**src/rtl/div_pkg.sv**
```systemverilog
// Shared types and constants for the divider-chain count stage.
// Also holds the single-digit BCD increment helper.
package div_pkg;

  typedef enum logic [1:0] {
    IDLE = 2'd0,
    RUN  = 2'd1,
    HOLD = 2'd2
  } cnt_state_t;

  localparam logic [3:0] BCD_MAX     = 4'd9;
  localparam int         DIV6_PERIOD = 6;

  // Values at or beyond max_v (including illegal codes) roll to 0.
  function automatic logic [3:0] bcd_next(input logic [3:0] v, input logic [3:0] max_v);
    logic [3:0] r;
    if (v < max_v) begin
      r = v + 4'd1;
    end else begin
      r = 4'd0;
    end
    return r;
  endfunction

endpackage

```
**src/rtl/div6_bcd_counter_bcd_digit.sv**
```systemverilog
// One BCD digit with synchronous clear and increment.
// The wrap flag lets a higher digit chain off this one in the same cycle.
module bcd_digit
  import div_pkg::*;
#(
  parameter logic [3:0] MAX_VAL = BCD_MAX
) (
  input  logic       clk,
  input  logic       reset,
  input  logic       inc,
  input  logic       clr,
  output logic [3:0] value,
  output logic       wrap
);

  logic [3:0] value_q;
  logic [3:0] value_d;

  always_comb begin
    value_d = value_q;
    if (clr) begin
      value_d = 4'd0;
    end else if (inc) begin
      value_d = bcd_next(value_q, MAX_VAL);
    end else begin
      value_d = value_q;
    end
  end

  always_ff @(posedge clk or negedge reset) begin
    if (!reset) begin
      value_q <= 4'd0;
    end else begin
      value_q <= value_d;
    end
  end

  // An out-of-range code rolls to 0 without signalling a wrap.
  assign wrap  = inc & ~clr & (value_q == MAX_VAL);
  assign value = value_q;

endmodule

```
**src/rtl/div6_bcd_counter.sv**
```systemverilog
// Count stage fed by the divide-by-6 waveform: rising-edge tick detect,
// IDLE/RUN/HOLD control and a two-digit BCD counter with carry out.
module div6_bcd_counter
  import div_pkg::*;
#(
  parameter int unsigned TENS_MAX = 5
) (
  input  logic       clk,
  input  logic       reset,
  input  logic       div6,
  input  logic       start,
  input  logic       stop,
  input  logic       clear,
  output logic [3:0] ones,
  output logic [3:0] tens,
  output logic       carry,
  output logic       running
);

  localparam logic [3:0] TENS_MAX_L = 4'(TENS_MAX);

  cnt_state_t state_q;
  cnt_state_t state_d;
  logic       div6_q;
  logic       carry_q;
  logic       carry_d;
  logic       running_q;
  logic       running_d;
  logic       tick_s;
  logic       inc_s;
  logic       ones_wrap_s;
  logic       tens_wrap_s;

  assign tick_s = div6 & ~div6_q;
  // Ticks coinciding with stop/clear are dropped; start only arrives outside RUN.
  assign inc_s  = (state_q == RUN) & tick_s & ~stop & ~clear;

  always_comb begin
    state_d = state_q;
    if (clear) begin
      state_d = IDLE;
    end else if (stop) begin
      if (state_q == RUN) begin
        state_d = HOLD;
      end else begin
        state_d = state_q;
      end
    end else if (start) begin
      case (state_q)
        IDLE:    state_d = RUN;
        HOLD:    state_d = RUN;
        RUN:     state_d = RUN;
        default: state_d = IDLE;
      endcase
    end else begin
      case (state_q)
        IDLE:    state_d = IDLE;
        RUN:     state_d = RUN;
        HOLD:    state_d = HOLD;
        default: state_d = IDLE;
      endcase
    end
  end

  always_comb begin
    running_d = (state_d == RUN);
    carry_d   = tens_wrap_s;
  end

  always_ff @(posedge clk or negedge reset) begin
    if (!reset) begin
      state_q   <= IDLE;
      div6_q    <= 1'b0;
      carry_q   <= 1'b0;
      running_q <= 1'b0;
    end else begin
      state_q   <= state_d;
      div6_q    <= div6;
      carry_q   <= carry_d;
      running_q <= running_d;
    end
  end

  bcd_digit #(
    .MAX_VAL(BCD_MAX)
  ) u_ones (
    .clk  (clk),
    .reset(reset),
    .inc  (inc_s),
    .clr  (clear),
    .value(ones),
    .wrap (ones_wrap_s)
  );

  bcd_digit #(
    .MAX_VAL(TENS_MAX_L)
  ) u_tens (
    .clk  (clk),
    .reset(reset),
    .inc  (ones_wrap_s),
    .clr  (clear),
    .value(tens),
    .wrap (tens_wrap_s)
  );

  assign carry   = carry_q;
  assign running = running_q;

endmodule

```
**config.mk**
```make
export PLATFORM = sky130hd
export DESIGN_NAME = div6_bcd_counter
export DESIGN_NICKNAME = d
export VERILOG_FILES = /design/src/rtl/div_pkg.sv /design/src/rtl/div6_bcd_counter_bcd_digit.sv /design/src/rtl/div6_bcd_counter.sv
export SDC_FILE = /design/constraint.sdc
export NUM_CORES = 1
export LEC_CHECK = 0
export ABC_AREA = 1
export CORE_MARGIN = 10
export CORE_UTILIZATION = 44
export CTS_BUF_LIST = sky130_fd_sc_hd__clkbuf_16
export CTS_CLUSTER_SIZE = 30
export DETAILED_ROUTE_END_ITERATION = 10
export PLACE_DENSITY = 0.78
export SLEW_MARGIN = 30
export SYNTH_ARGS = -nofsm -noshare
export SYNTH_HDL_FRONTEND = slang
export SYNTH_SLANG_ARGS = --single-unit
export TNS_END_PERCENT = 5
```
**constraint.sdc**
```tcl
create_clock -name clk -period 1.2 [get_ports clk]
set_input_delay 0.12 -clock clk [delete_from_list [all_inputs] [get_ports clk]]
set_output_delay 0.12 -clock clk [all_outputs]
set_load 0.05 [all_outputs]
```
==> out/metrics.yaml <==
hold_path_class: "in -> async"
antenna_found_initial: 0
crit_family: "flip-flops"
initial_utilization_pct: 45.56
grtUsageTotal_pct: 11.04
busiest_layer: "met2"
slew_violations: 0
layout_commonest_cell: "nand2_1"
die_area_um2: 3822
vias: 730
path_common_cell: "nand2_1"
use_met1_pct: 11.22
setup_viol: 0
drive_above_1_share_pct: 42.06
ios: 16
final_cell_mix: "nand2_1, buf_4, inv_1"
tightest_slew_ps: 302.4
routedWlPerCell_um: 13.95
finalHoldViolCount: 0
dp_slack_ps: -142.8
clock_latency_ps: 240
path_class: "reg -> reg"
grt_start_max_net_pins: 14
yosys_register_bits: 13
synth_warnings: 0
grt_pass1_vias: 753
synth.area.top_cells: "dfrtp_1, nand2_1, ha_1"
r2r_start: "u_ones.value[0]"
clk_pin_slew_ps: 50
syn_inst: 96
layout.nets: 139
areaGrowthSynthToFinish_pct: 68.29
crit_path_end_kind: "register"
core_area_um2: 1689
htree_levels: 1
rr_endpoint: "u_ones.value[2]"
place_inst: 134
vdd_drop_max_uv: 1067
worstPathCellList: "buf_4 -> ha_1 -> xor2_1 -> nand2_1 -> nand2_1"
drt-pass1-iter-count: 4
synth_top_area_share_pct: 42.28
ctsLongestPathBuffers: 2
cp.depth: 5
timing.critical_path.arrival_ps: 1310
cts_buffers: 3
crit_slowest_cell: "dfrtp_2"
p_leak_nw: 0.6037
rsz0062_at_grt: "yes"
rows: 15
maxCapViolations: 0
slew_headroom_pct: 79.84
yosysSeqAreaShare_pct: 42.28
critPathRequiredTime_ps: 1330
fin_worst_skew_ps: 1.516
period_share_pct: 97.97
die_h_um: 61.82
grt_pass1_wl_um: 3111
post-dp-hpwl_um: 1381
crit_path_end: "u_ones.value[2]"
max_freq_ghz: 0.8506
drt-initial-drc-count: 18
drt_wl_total_um: 1995
clockRootBuffer: "clkbuf_16"
place.port_buffers: 15
max_stage_delay_ps: 460
ant_nets: 0
status: "complete, no violations"
finalCriticalPeriod_ps: 1176
start_kind: "register"
die_x_um: 61.82
setup_tns_ps: 0
syn_area_um2: 769.5
place_congestion: 0.7160
hold_buffers: 0
r2r_slack_ps: 20
syn_avg_cell_area_um2: 8.016
synth_top_cell_by_area: "dfrtp_1"
crit_buf_inv: 1
drc: 0
crit_path_max_fanout: 5
use_met2_pct: 20.06
clkSinkCount: 13
grt_util_met3_pct: 3.252
via_per_inst: 5.105
reg2regPathDepth: 5
setup.worst_path.start: "u_ones.value[0]"
setup_ws_ps: 24.37
power_density_nw_per_um2: 1107
overflow: 0
cts_tree: "done"
fin_cells: 143
syn_nets: 108
num_antenna_cells: 0
synth.distinct_cells: 22
## area by class of cell
cell class	instances	area [um2]
timing repair buffer	27	340.3
inverter	17	68.82
multi-input combinational	65	452.9
fill	101	394.1
tap	17	21.27
clock buffer	3	75.07
sequential	13	332.8
clock inverter	1	3.754
## registers in the layout, summed over array words and instances, names as in the netlist
signal / cells
div6_q: 1
u_ones.value: 4
running: 1
state_q: 2
u_tens.value: 4
carry: 1
## metal layers
layer	share of wire, %	vias to the layer above
li1	-	365
met1	44	345
met2	51	15
met3	3.2	5
met4	1.7	0
met5	0	-
## Yosys cell counts, drive strengths merged
cell type,count
nor2,7
o21ai,4
nor3,3
xor2,1
inv,17
a21oi,2
ha,6
o2111a,1
buf,1
a211oi,1
nand2,28
a221oi,1
nand4,1
nand3,10
dfrtp,13
## power by group
group,switching [mW],internal [mW]
Combinational,0.165,0.147
Sequential,0.0279,0.463
Clock,0.190,0.440
## metrics by stage
step / cell area (um2) / util, % / hold WS, ps / power, mW
4_1_cts: 1202 / 71.19 / 183.8 / 1.399
5_1_grt: 1295 / 76.67 / 193.5 / 1.481
3_3_place_gp: 1124 / 66.52 / 434.8 / 0.7632
3_5_place_dp: 1124 / 66.52 / 437.3 / 0.7760
6_report: 1295 / 76.67 / 176.2 / 1.434
2_1_floorplan: 804.5 / - / -175.6 / 0.6341
## cell families after synthesis
| kind of cell | synth area share (%) |
|---|---|
| adder cells (fa/ha/maj) | 9.756 |
| AND/OR/NAND/NOR | 29.92 |
| AO/OA/AOI/OAI | 7.968 |
| buffers and inverters | 8.942 |
| XOR/XNOR | 1.138 |
| flip-flops | 42.28 |
## worst register-to-register path: cells and delay by family (launching register included)
family	cells	cell delay (ps)
buf+inv	1	160
xor+xnor	1	140
flops	1	460
fa+ha+maj	1	200
simple gates	2	100
## repair_timing
item	4_1_cts	5_1_grt
endpoints found under the setup margin	0	7
setup buffers	0	5
resized for setup	0	12
## how the worst min path moves through the flow
stage / slack, ps / from / endpoint / cells after the start
floorplan: -180 / reset / carry / 0
global placement: 430 / reset / state_q[0] / 2
detailed placement: 440 / reset / running / 2
CTS: 180 / reset / running / 2
global route: 190 / reset / state_q[0] / 2
finish: 180 / reset / state_q[0] / 2
(Power assumes the default switching activity.)
